## src/rtl/sw6_level_dac.sv

```systemverilog
// Switch position (0..5) to 8-bit level, emitted as a 256-clock PWM stream.
// Optional level slewing is compiled in with `define SW6_LEVEL_DAC_SLEW_EN.
module sw6_level_dac #(
   parameter int CODE_STEP = 51,
   parameter int SLEW_STEP = 4
) (
   input  logic       clk,
   input  logic       rst,
   input  logic       pos_valid,
   output logic       pos_ready,
   input  logic [2:0] pos,
   output logic       pwm_out,
   output logic [7:0] level,
   output logic       busy,
   output logic       err
);

`ifdef SW6_LEVEL_DAC_SLEW_EN
   typedef enum logic [1:0] {IDLE = 2'd0, PENDING = 2'd1, SLEW = 2'd2} state_t;
`else
   typedef enum logic [1:0] {IDLE = 2'd0, PENDING = 2'd1} state_t;
`endif

   state_t     state_reg, state_next;
   logic [7:0] cnt_reg;
   logic [7:0] level_reg;
   logic [7:0] target_reg;
   logic       pwm_reg;
   logic       err_reg;
   logic       boundary;
   logic       accept;
   logic       pos_legal;
   logic [7:0] pos_level;

   assign boundary  = (cnt_reg == 8'd255);
   assign accept    = pos_valid && pos_ready;
   assign pos_legal = (pos <= 3'd5);
   assign pos_level = 8'(int'(pos) * CODE_STEP);

`ifdef SW6_LEVEL_DAC_SLEW_EN
   localparam logic [7:0] SLEW_STEP_L = 8'(SLEW_STEP);
   logic [7:0] diff, step_amt, slew_level;
   logic       rising;

   // Step toward the target, clamping the final step so it never overshoots.
   always_comb begin
      rising     = (target_reg >= level_reg);
      diff       = rising ? (target_reg - level_reg) : (level_reg - target_reg);
      step_amt   = (diff < SLEW_STEP_L) ? diff : SLEW_STEP_L;
      slew_level = rising ? (level_reg + step_amt) : (level_reg - step_amt);
   end
`else
   if (SLEW_STEP < 0) begin : g_unused_slew_step
   end
`endif

   always_ff @(posedge clk) begin
      if (rst) begin
         state_reg <= IDLE;
      end else begin
         state_reg <= state_next;
      end
   end

   always_comb begin
      state_next = state_reg;
      case (state_reg)
         IDLE: begin
            if (accept && pos_legal) begin
               state_next = PENDING;
            end
         end
         PENDING: begin
            if (boundary) begin
`ifdef SW6_LEVEL_DAC_SLEW_EN
               state_next = (slew_level == target_reg) ? IDLE : SLEW;
`else
               state_next = IDLE;
`endif
            end
         end
`ifdef SW6_LEVEL_DAC_SLEW_EN
         SLEW: begin
            if (boundary && (slew_level == target_reg)) begin
               state_next = IDLE;
            end
         end
`endif
         default: state_next = IDLE;
      endcase
   end

   always_comb begin
      pos_ready = (state_reg == IDLE) && !rst;
      busy      = (state_reg != IDLE);
   end

   // Level only changes on the cnt==255 cycle, so the new value is first
   // compared at cnt==0 and every period is generated with one level.
   always_ff @(posedge clk) begin
      if (rst) begin
         cnt_reg    <= 8'd0;
         level_reg  <= 8'd0;
         target_reg <= 8'd0;
         pwm_reg    <= 1'b0;
         err_reg    <= 1'b0;
      end else begin
         cnt_reg <= cnt_reg + 8'd1;
         pwm_reg <= (cnt_reg < level_reg) || (level_reg == 8'd255);
         err_reg <= accept && !pos_legal;
         if (accept && pos_legal) begin
            target_reg <= pos_level;
         end
`ifdef SW6_LEVEL_DAC_SLEW_EN
         if (boundary && ((state_reg == PENDING) || (state_reg == SLEW))) begin
            level_reg <= slew_level;
         end
`else
         if (boundary && (state_reg == PENDING)) begin
            level_reg <= target_reg;
         end
`endif
      end
   end

   assign pwm_out = pwm_reg;
   assign level   = level_reg;
   assign err     = err_reg;

endmodule

```

## config.mk

```make
export PLATFORM = sky130hd
export DESIGN_NAME = sw6_level_dac
export DESIGN_NICKNAME = d
export VERILOG_FILES = /design/src/rtl/sw6_level_dac.sv
export SDC_FILE = /design/constraint.sdc
export NUM_CORES = 1
export LEC_CHECK = 0
export CAP_MARGIN = 15
export CORE_MARGIN = 5
export CORE_UTILIZATION = 30
export DETAILED_ROUTE_END_ITERATION = 8
export MAX_ROUTING_LAYER = met4
export PLACE_DENSITY = 0.58
export SETUP_SLACK_MARGIN = 0.1
export SLEW_MARGIN = 20
export SYNTH_ARGS = -nofsm -noshare
export SYNTH_HDL_FRONTEND = slang
export SYNTH_SLANG_ARGS = --single-unit
```

## constraint.sdc

```tcl
create_clock -name clk -period 3.2 [get_ports clk]
set_clock_uncertainty 0.2 [all_clocks]
set_input_delay 0.64 -clock clk [delete_from_list [all_inputs] [get_ports clk]]
set_output_delay 0.64 -clock clk [all_outputs]
set_load 0.02 [all_outputs]
```

== After elaboration in Yosys (flattened, before gate mapping) ==
Index checks and enable logic that the tools add are counted.
Cells by class
  add/subtract/negate cells: 1
  mux-type cells: 3
  $lt $le $gt $ge: 2
  eq/ne operators: 5
  $mul: 1
  reduce and logical (&&, ||, !) cells: 11
Operators with widths (count)
  $eq A8 B8 Y1 const B: 2
  $add A8 B1 Y8 const B: 1
  $lt A8 B8 Y1: 1
  $mul A3 B6 Y8 const B: 1
  $logic_and A1 B1 Y1: 5
  $mux W2: 2
  $pmux W2 S2: 1
  $le A3 B3 Y1 const B: 1
  $eq A2 B1 Y1 const B: 1
  $logic_not A1 Y1: 2
  $logic_not A2 Y1: 1
  $ne A2 B1 Y1 const B: 1
  $ne A2 B2 Y1 const B: 1
  $reduce_and A2 Y1: 1
  $reduce_bool A2 Y1: 1
  $logic_or A1 B1 Y1: 1
Storage, ports and cells
  output and inout bits: 12
  register bits: 28
  logic and storage cells: 29
  input bits: 6

== Longest topological paths before layout ==
Gate-level depths: netlist of the first run.
  word-level depth: 6
  depth in mapped cells: 7
  mapped depth without buffers: 7

== Least setup slack after synthesis of the first run ==
No wires, ideal clock.
  path kind: input to register
  from: input pos[1]
  to: register target_reg[7]
  required time: 2885 ps
  setup time: 115 ps
  buffers on the path: 0
  setup slack: 1171 ps
  cell stages on the path: 7
  arrival time: 1714 ps
  cell sequence: inv_1 ha_1 inv_1 ha_1 a31oi_1 xnor2_1 a21o_2
On the way
  word-level cells in the longest chain between the ends: 2
  elaborated cells between the ends (all ways): 3
  those cells by class: mul: 1; order compare: 1; reduce/logical: 1
RTL lines
  start, declared: RTL line 11  | input logic [2:0] pos,
  branches (longest 2 deep; another with $mul A3 B6 Y8)
  end signal, assigned: RTL line 112  | target_reg <= pos_level;
  end, declared: RTL line 27  | logic [7:0] target_reg;
Several ways; the timed one is not identified.
A chain may end at the register's enable or synchronous reset.

== Worst setup path in the final report of the first run ==
  from: input rst
  to: output pos_ready
On the way
  word-level cells in the longest chain between the ends: 2
RTL lines
  start, declared: RTL line 8  | input logic rst,
  $logic_not A1 Y1: RTL line 94  | pos_ready = (state_reg == IDLE) && !rst;
  $logic_and A1 B1 Y1: RTL line 94
  end, declared: RTL line 10  | output logic pos_ready,
Every way passes these cells.

==> impl_metrics.env, run 1 <==
export IMPL_grt_max_degree=29
export IMPL_finalCritPeriodShare=0.825
export IMPL_utilization=0.369
export IMPL_rsz0062_at_grt="no"
export IMPL_diodes=0
export IMPL_crit_type="primary input to output pin"
export IMPL_worst_ep_arrival_time_ns=1.80
export IMPL_multiInputGateArea_um2=732
export IMPL_grt_pass1_wl_mm=4.75
export IMPL_ys_types=30
export IMPL_die_area_um2=5890
export IMPL_area_growth_pct=20.1
export IMPL_finalNetCount=187
export IMPL_hold_depth=2
export IMPL_cts_root_buf="clkbuf_8"
export IMPL_synth_cells=147
export IMPL_p_seq_frac=0.570
export IMPL_clkSlewWorstSetupHoldPaths_ns=0.09
export IMPL_io_pins=18
export IMPL_max_slew_margin=0.733
export IMPL_cts_tree="yes"
export IMPL_hp_class="flop to flop"
export IMPL_grt_antenna_before_repair=0
export IMPL_status="complete, no violations"
export IMPL_postSynth_asyncResetShare=0
export IMPL_ir_drop_v=0.000134
export IMPL_combPwrFrac=0.129
export IMPL_dpl_cell_count=213
export IMPL_final_seq_area_um2=541
export IMPL_reg2reg_slack_ns=1.37
export IMPL_initial_core_util=0.307
export IMPL_overflow=0
export IMPL_cts_hold_buffers=0
export IMPL_die_x_um=76.8
export IMPL_p_leak_uw=0.000593
export IMPL_vias=1081
export IMPL_tightest_slew_ns=0.399
export IMPL_clock_sinks=27
export IMPL_synth_fp_nets=168
export IMPL_yosysSeqAreaShare=0.404
export IMPL_power_switching_share=0.241
export IMPL_cts_buffers_inserted=3
export IMPL_r2r_cells=5
export IMPL_final_max_slew_violation_count=0
export IMPL_yosysWarnings=0
export IMPL_first_global_vias=1056
export IMPL_cts_htree_levels=1
export IMPL_hold_viol=0
export IMPL_switchingPower_uw=151
export IMPL_die_y_um=76.8
export IMPL_start_kind="primary input"
export IMPL_cp_max_fo=2
export IMPL_grt_use_total=0.0989
export IMPL_synth_edff_count=0
export IMPL_drt_initial_drc_count=91
export IMPL_clk_path_buf_depth=2
export IMPL_required_ns=2.36
export IMPL_layout_drive_gt1_share=0.0788
export IMPL_fmax_ghz=0.379
export IMPL_postCtsSetupRepairBufs=0
export IMPL_syn_cell_area_um2=1340
export IMPL_placement_io_buffers=17
export IMPL_setup_viol=0
export IMPL_cp_end_kind="output pin"
export IMPL_avgSynthCellArea_um2=9.10
export IMPL_finalWirelength_mm=2.76
export IMPL_ys_ff_latch=27
export IMPL_final_antenna_net_count=0
export IMPL_vias_per_cell=4.98
export IMPL_hold_start="target_reg[6]$_SDFFE_PP0P_"
export IMPL_drc=0
export IMPL_rr_startpoint="cnt_reg[0]$_SDFF_PP0_"
export IMPL_hpwl_mm=2.05
export IMPL_firstDrtPassIters=4
export IMPL_drv_cap=0
export IMPL_clk_insertion_delay_late_ns=0.27
export IMPL_min_period_ns=2.64
export IMPL_p_int_uw=474
export IMPL_final_cells=217
export IMPL_tns_ns=0
export IMPL_power_density_nw_per_um2=389
export IMPL_place_gp_congestion=0.903
export IMPL_num_rows=24
export IMPL_wl_per_cell_um=12.7
export IMPL_clkPwrFrac=0.301
export IMPL_ys_flop_type="dfxtp_1"
export IMPL_cts_resized=0
export IMPL_fp_coreArea_um2=4350
export IMPL_n_fill_cell=466
export IMPL_min_to="level[6]$_SDFFE_PP0P_"
export IMPL_reg2reg_to="level[2]$_SDFFE_PP0P_"
layer usage:
metal / GRT usage / wire length, µm
met5: - / 0
met1: 0.109 / 1220
met4: 0.0385 / 24
met3: 0.0187 / 74
met2: 0.174 / 1450
stage by stage:
stage | setup WS, ns | hold WS (ns) | area (µm²) | total power (µW)
6_report | 0.561 | 0.258 | 1610 | 625
5_1_grt | 0.503 | 0.280 | 1610 | 660
4_1_cts | 0.552 | 0.259 | 1610 | 631
3_5_place_dp | 0.504 | 0.243 | 1560 | 446
3_3_place_gp | 0.574 | 0.240 | 1560 | 444
2_1_floorplan | 1.17 | 0.225 | 1340 | 420
worst max path at each step:
stage	startpoint	to	slack (ns)	cells after the start
after global placement	pos[1]	target_reg[7]$_SDFFE_PP0P_	0.57	8
after floorplan	pos[1]	target_reg[7]$_SDFFE_PP0P_	1.17	7
after CTS	rst	pos_ready	0.55	3
final	rst	pos_ready	0.56	3
after detailed placement	pos[1]	target_reg[7]$_SDFFE_PP0P_	0.50	8
after global routing	rst	pos_ready	0.50	3
synthesized netlist by cell type, types with 4 or more instances:
library cell | instances | area share
a211oi_2 | 4 | 0.037
a21oi_1 | 10 | 0.037
dfxtp_1 | 27 | 0.40
ha_1 | 15 | 0.14
inv_1 | 10 | 0.028
nand2_1 | 10 | 0.028
nand3_1 | 4 | 0.015
nand4_1 | 4 | 0.019
nor2_1 | 16 | 0.045
o21ai_0 | 13 | 0.049
xnor2_1 | 4 | 0.026
xor2_1 | 4 | 0.026
cell type report:
class | instances | area share
sequential | 27 | 0.336
inverter | 10 | 0.0234
multi-input combinational | 105 | 0.456
timing repair buffer | 19 | 0.115
clock buffer | 3 | 0.0257
clock inverter | 1 | 0.00312
tap | 52 | 0.0405
critical path, stage by stage:
cell and delay (ns):
clkdlybuf4s50_1 0.42, nor2_1 0.12, clkdlybuf4s50_1 0.62
power by group through the flow:
stage,clock [µW],sequential (µW),combinational (µW)
global placement,0,364,79.1
global route,211,359,90.9
floorplan,0,365,54.3
CTS,193,357,81.6
finish,188,357,80.6
detailed placement,0,365,81.3
kinds of logic (layout without fill, tap and decap cells):
kind of cell,after synthesis,after routing,share of synthesized area
adders and majority gates,15,15,0.140
DFF,27,27,0.404
muxes,3,3,0.0225
and+or+nand+nor,46,46,0.176
AOI/OAI and AO/OA,33,33,0.156
xor gates and xnor gates,8,8,0.0524
buffers and inverters,15,33,0.0486
cells in the final DEF (no fill, tap or decap), types with 2 or more instances in the layout:
cell	n
and3_1	2
nor2_1	16
mux2i_1	3
clkbuf_8	3
a211oi_2	4
buf_4	2
or3_1	2
ha_1	15
nor3_1	2
xnor2_1	4
nand4_1	4
a21oi_1	10
xor2_1	4
clkdlybuf4s50_1	17
a31oi_1	3
inv_1	10
nand3_1	4
nand2_1	10
dfxtp_1	27
o21ai_0	13
(Power assumes the default switching activity.)
==> run 2, diff against run 1 <==
Clock period 3.2 ns to 2.7 ns, I/O delays scaled along.
==> impl_metrics.env, run 2 (synthesis results as in run 1) <==
export IMPL_finalWirelength_mm=2.84
export IMPL_grt_antenna_before_repair=0
export IMPL_clk_insertion_delay_late_ns=0.27
export IMPL_die_x_um=76.8
export IMPL_cts_root_buf="clkbuf_8"
export IMPL_switchingPower_uw=187
export IMPL_first_global_vias=1019
export IMPL_mostFrequentLayoutCells="dfxtp_1, clkdlybuf4s50_1, nor2_1"
export IMPL_fin_area_um2=1610
export IMPL_io_pins=18
export IMPL_final_max_slew_violation_count=0
export IMPL_required_ns=1.96
export IMPL_finalNetCount=187
export IMPL_place_gp_congestion=0.887
export IMPL_final_common_cell="dfxtp_1"
export IMPL_p_int_uw=565
export IMPL_critPathLaunch="rst"
export IMPL_num_rows=24
export IMPL_finalCritPeriodShare=0.900
export IMPL_r2r_cells=5
export IMPL_ir_drop_v=0.000178
export IMPL_place_area_um2=1560
export IMPL_grt_max_degree=29
export IMPL_cts_resized=0
export IMPL_final_antenna_net_count=0
export IMPL_setup_viol=0
export IMPL_cts_buffers_inserted=3
export IMPL_min_period_ns=2.43
export IMPL_p_seq_frac=0.562
export IMPL_overflow=0
export IMPL_wl_per_cell_um=13.1
export IMPL_placement_io_buffers=17
export IMPL_cts_hold_buffers=0
export IMPL_firstDrtPassIters=4
export IMPL_met2_usage=0.160
export IMPL_reg2reg_to="level[2]$_SDFFE_PP0P_"
export IMPL_drv_cap=0
export IMPL_cp_end_kind="output pin"
export IMPL_power_density_nw_per_um2=468
export IMPL_die_area_um2=5890
export IMPL_clock_sinks=27
export IMPL_worst_ep_arrival_time_ns=1.69
export IMPL_n_fill_cell=442
export IMPL_crit_type="primary input to output pin"
export IMPL_clkSlewWorstSetupHoldPaths_ns=0.09
export IMPL_power_switching_share=0.249
export IMPL_max_slew_margin=0.736
export IMPL_tightest_slew_ns=0.395
export IMPL_use_met3=0.0152
export IMPL_fmax_ghz=0.412
export IMPL_rr_startpoint="cnt_reg[0]$_SDFF_PP0_"
export IMPL_vias=1070
export IMPL_status="complete, no violations"
export IMPL_vias_per_cell=4.93
export IMPL_hp_class="flop to flop"
export IMPL_busiest_layer="met2"
export IMPL_layout_drive_gt1_share=0.0727
export IMPL_clkPwrFrac=0.308
export IMPL_drt_initial_drc_count=71
export IMPL_postCtsSetupRepairBufs=0
export IMPL_p_leak_uw=0.000590
export IMPL_clk_path_buf_depth=2
export IMPL_endpoint="pos_ready"
export IMPL_diodes=0
export IMPL_grt_pass1_wl_mm=4.72
export IMPL_start_kind="primary input"
export IMPL_combPwrFrac=0.129
export IMPL_reg2reg_slack_ns=0.85
export IMPL_cts_htree_levels=1
export IMPL_drc=0
export IMPL_cp_max_fo=2
export IMPL_area_growth_pct=20.0
export IMPL_tns_ns=0
export IMPL_grt_use_total=0.0994
export IMPL_initial_core_util=0.307
export IMPL_cts_tree="yes"
export IMPL_hpwl_mm=2.12
export IMPL_hold_viol=0
export IMPL_rsz0062_at_grt="no"
export IMPL_gr_usage_met1=0.122
export IMPL_fp_coreArea_um2=4350
export IMPL_die_y_um=76.8
-- run 2: cell count changes in the layout (fill, tap and decap cells not counted) --
cell	delta
clkinv_2	-1
clkbuf_1	+1
-- run 2: how the worst min path moves through the flow --
stage | startpoint | to | slack, ns | cells past startpoint
after floorplan | cnt_reg[0]$_SDFF_PP0_ | cnt_reg[0]$_SDFF_PP0_ | 0.23 | 1
after global placement | cnt_reg[0]$_SDFF_PP0_ | cnt_reg[0]$_SDFF_PP0_ | 0.24 | 1
after detailed placement | cnt_reg[0]$_SDFF_PP0_ | cnt_reg[0]$_SDFF_PP0_ | 0.25 | 1
after CTS | target_reg[6]$_SDFFE_PP0P_ | level[6]$_SDFFE_PP0P_ | 0.27 | 2
after global routing | cnt_reg[0]$_SDFF_PP0_ | cnt_reg[0]$_SDFF_PP0_ | 0.28 | 1
final | cnt_reg[0]$_SDFF_PP0_ | cnt_reg[0]$_SDFF_PP0_ | 0.26 | 1
-- run 2: cell type report --
class	instances	area (µm²)	share of cell area
Multi-Input combinational cell	105	732	0.456
Sequential cell	27	541	0.337
Timing Repair Buffer	19	185	0.115
Tap cell	52	65.1	0.0405
Clock buffer	4	45.0	0.0281
Inverter	10	37.5	0.0234
-- run 2: power groups by stage --
stage                     clock network (µW)  logic, µW  registers [µW]
final                                    232       97.2             423
after global routing                     254        109             425
after CTS                                238       98.2             423
after detailed placement                   0       97.6             432
after global placement                     0       93.6             432
after floorplan                            0       64.4             433
-- run 2: routing by layer --
metal	share of wire	wire length, µm
met3	0.027	78
met2	0.52	1470
met4	0.0095	27
met1	0.45	1270
met5	0	0
-- run 2: worst max-delay path, cell delays in order --
cell and delay (ns):
clkdlybuf4s50_1 0.42, nor2_1 0.12, clkdlybuf4s50_1 0.62
-- run 2: stage by stage --
step | hold slack [ns] | utilization | setup slack, ns | cells | power, µW
floorplan | 0.225 | - | 0.771 | 147 | 497
global placement | 0.241 | 0.358 | 0.172 | 213 | 526
detailed placement | 0.245 | 0.358 | 0.0296 | 213 | 530
CTS | 0.266 | 0.369 | 0.255 | 217 | 759
global route | 0.280 | 0.369 | 0.190 | 217 | 788
finish | 0.263 | 0.369 | 0.271 | 217 | 752
==> run 3, diff against run 2 <==
Settings changed: CELL_PAD_IN_SITES_DETAIL_PLACEMENT set to 1, CELL_PAD_IN_SITES_GLOBAL_PLACEMENT set to 2, PLACE_DENSITY 0.58 to 0.81.
Clock period 2.7 ns to 2.65 ns, I/O delays scaled along.
==> impl_metrics.env, run 3 (synthesis results as in run 1) <==
export IMPL_clkSlewWorstSetupHoldPaths_ns=0.09
export IMPL_clkPwrFrac=0.311
export IMPL_grt_use_total=0.121
export IMPL_clk_insertion_delay_late_ns=0.28
export IMPL_clk_path_buf_depth=2
export IMPL_final_common_cell="dfxtp_1"
export IMPL_cts_htree_levels=1
export IMPL_layout_drive_gt1_share=0.0788
export IMPL_drv_cap=0
export IMPL_crit_type="primary input to output pin"
export IMPL_grt_max_degree=29
export IMPL_area_growth_pct=20.1
export IMPL_grt_pass1_wl_mm=5.74
export IMPL_vias_per_cell=5.06
export IMPL_start_kind="primary input"
export IMPL_switchingPower_uw=196
export IMPL_rr_startpoint="cnt_reg[0]$_SDFF_PP0_"
export IMPL_cp_end_kind="output pin"
export IMPL_worst_ep_arrival_time_ns=1.70
export IMPL_wl_per_cell_um=14.4
export IMPL_setup_viol=0
export IMPL_p_leak_uw=0.000593
export IMPL_vias=1098
export IMPL_die_y_um=76.8
export IMPL_pre_cts_ws_ns=0.0499
export IMPL_utilization=0.369
export IMPL_drt_initial_drc_count=79
export IMPL_hold_viol=0
export IMPL_r2r_cells=5
export IMPL_rsz0062_at_grt="no"
export IMPL_hold_start="target_reg[3]$_SDFFE_PP0P_"
export IMPL_final_max_slew_violation_count=0
export IMPL_p_seq_frac=0.561
export IMPL_required_ns=1.92
export IMPL_cts_tree="yes"
export IMPL_first_global_vias=1215
export IMPL_die_x_um=76.8
export IMPL_reg2reg_slack_ns=0.74
export IMPL_cp_max_fo=2
export IMPL_tightest_slew_ns=0.439
export IMPL_fmax_ghz=0.412
export IMPL_min_period_ns=2.43
export IMPL_power_uw=769
export IMPL_firstDrtPassIters=3
export IMPL_io_pins=18
export IMPL_tns_ns=0
export IMPL_finalNetCount=187
export IMPL_p_int_uw=573
export IMPL_num_rows=24
export IMPL_initial_core_util=0.307
export IMPL_reg2reg_to="level[6]$_SDFFE_PP0P_"
export IMPL_n_fill_cell=499
export IMPL_cts_hold_buffers=0
export IMPL_diodes=0
export IMPL_mostFrequentLayoutCells="dfxtp_1, clkdlybuf4s50_1, nor2_1"
export IMPL_cts_resized=0
export IMPL_final_antenna_net_count=0
export IMPL_fp_coreArea_um2=4350
export IMPL_die_area_um2=5890
export IMPL_drc=0
export IMPL_clock_sinks=27
export IMPL_power_switching_share=0.254
export IMPL_finalWirelength_mm=3.13
export IMPL_ir_drop_v=0.000181
export IMPL_cts_root_buf="clkbuf_8"
export IMPL_postCtsSetupRepairBufs=0
export IMPL_hp_class="flop to flop"
export IMPL_min_to="level[3]$_SDFFE_PP0P_"
export IMPL_max_slew_margin=0.707
export IMPL_hold_depth=2
export IMPL_setup_ws_ns=0.224
export IMPL_grt_antenna_before_repair=0
export IMPL_critPathLaunch="rst"
export IMPL_finalCritPeriodShare=0.916
export IMPL_hpwl_mm=2.45
export IMPL_place_gp_congestion=0.787
export IMPL_status="complete, no violations"
export IMPL_placement_io_buffers=17
export IMPL_power_density_nw_per_um2=479
export IMPL_overflow=0
export IMPL_combPwrFrac=0.128
export IMPL_cts_buffers_inserted=3
==> run 3: worst max-delay path by stage <==
stage,endpoint,slack (ns),cells after the start
finish,pos_ready,0.22,3
global route,pos_ready,0.18,3
CTS,pos_ready,0.20,3
detailed placement,target_reg[7]$_SDFFE_PP0P_,0.05,8
global placement,target_reg[7]$_SDFFE_PP0P_,0.12,8
floorplan,target_reg[7]$_SDFFE_PP0P_,0.73,7
==> run 3: final cells by class <==
cell class              count  area (µm²)  area share
clock inverters             1        5.00     0.00312
clock buffers               3        41.3      0.0257
inverters                  10        37.5      0.0234
well taps                  52        65.1      0.0405
multi-input cells         105         732       0.456
repair buffers             19         185       0.115
flip-flops and latches     27         541       0.336
==> run 3: per-layer routing <==
layer  global-route usage  vias up  share of wire
met5                    -        -              0
met2                0.189       23           0.47
li1                     -      548              -
met3               0.0258        9          0.034
met4               0.0524        0          0.026
met1                0.149      518           0.47
==> run 3: per-stage QoR <==
stage | area, µm² | hold WS, ns | std cells
after floorplan | 1340 | 0.225 | 147
after global placement | 1560 | 0.245 | 213
after detailed placement | 1560 | 0.255 | 213
after CTS | 1610 | 0.272 | 217
after global routing | 1610 | 0.282 | 217
final | 1610 | 0.269 | 217
==> run 3: power groups by stage <==
| stage | Sequential (µW) | Clock, µW | Combinational, µW |
|---|---|---|---|
| final | 432 | 239 | 98.7 |
| after global routing | 434 | 266 | 112 |
| after CTS | 432 | 248 | 101 |
| after detailed placement | 441 | 0 | 100 |
| after global placement | 440 | 0 | 95.7 |
| after floorplan | 441 | 0 | 65.6 |
==> run 3: worst max-delay path, cell delays in order <==
cell             delay, ns
clkdlybuf4s50_1       0.41
nor2_1                0.12
clkdlybuf4s50_1       0.63
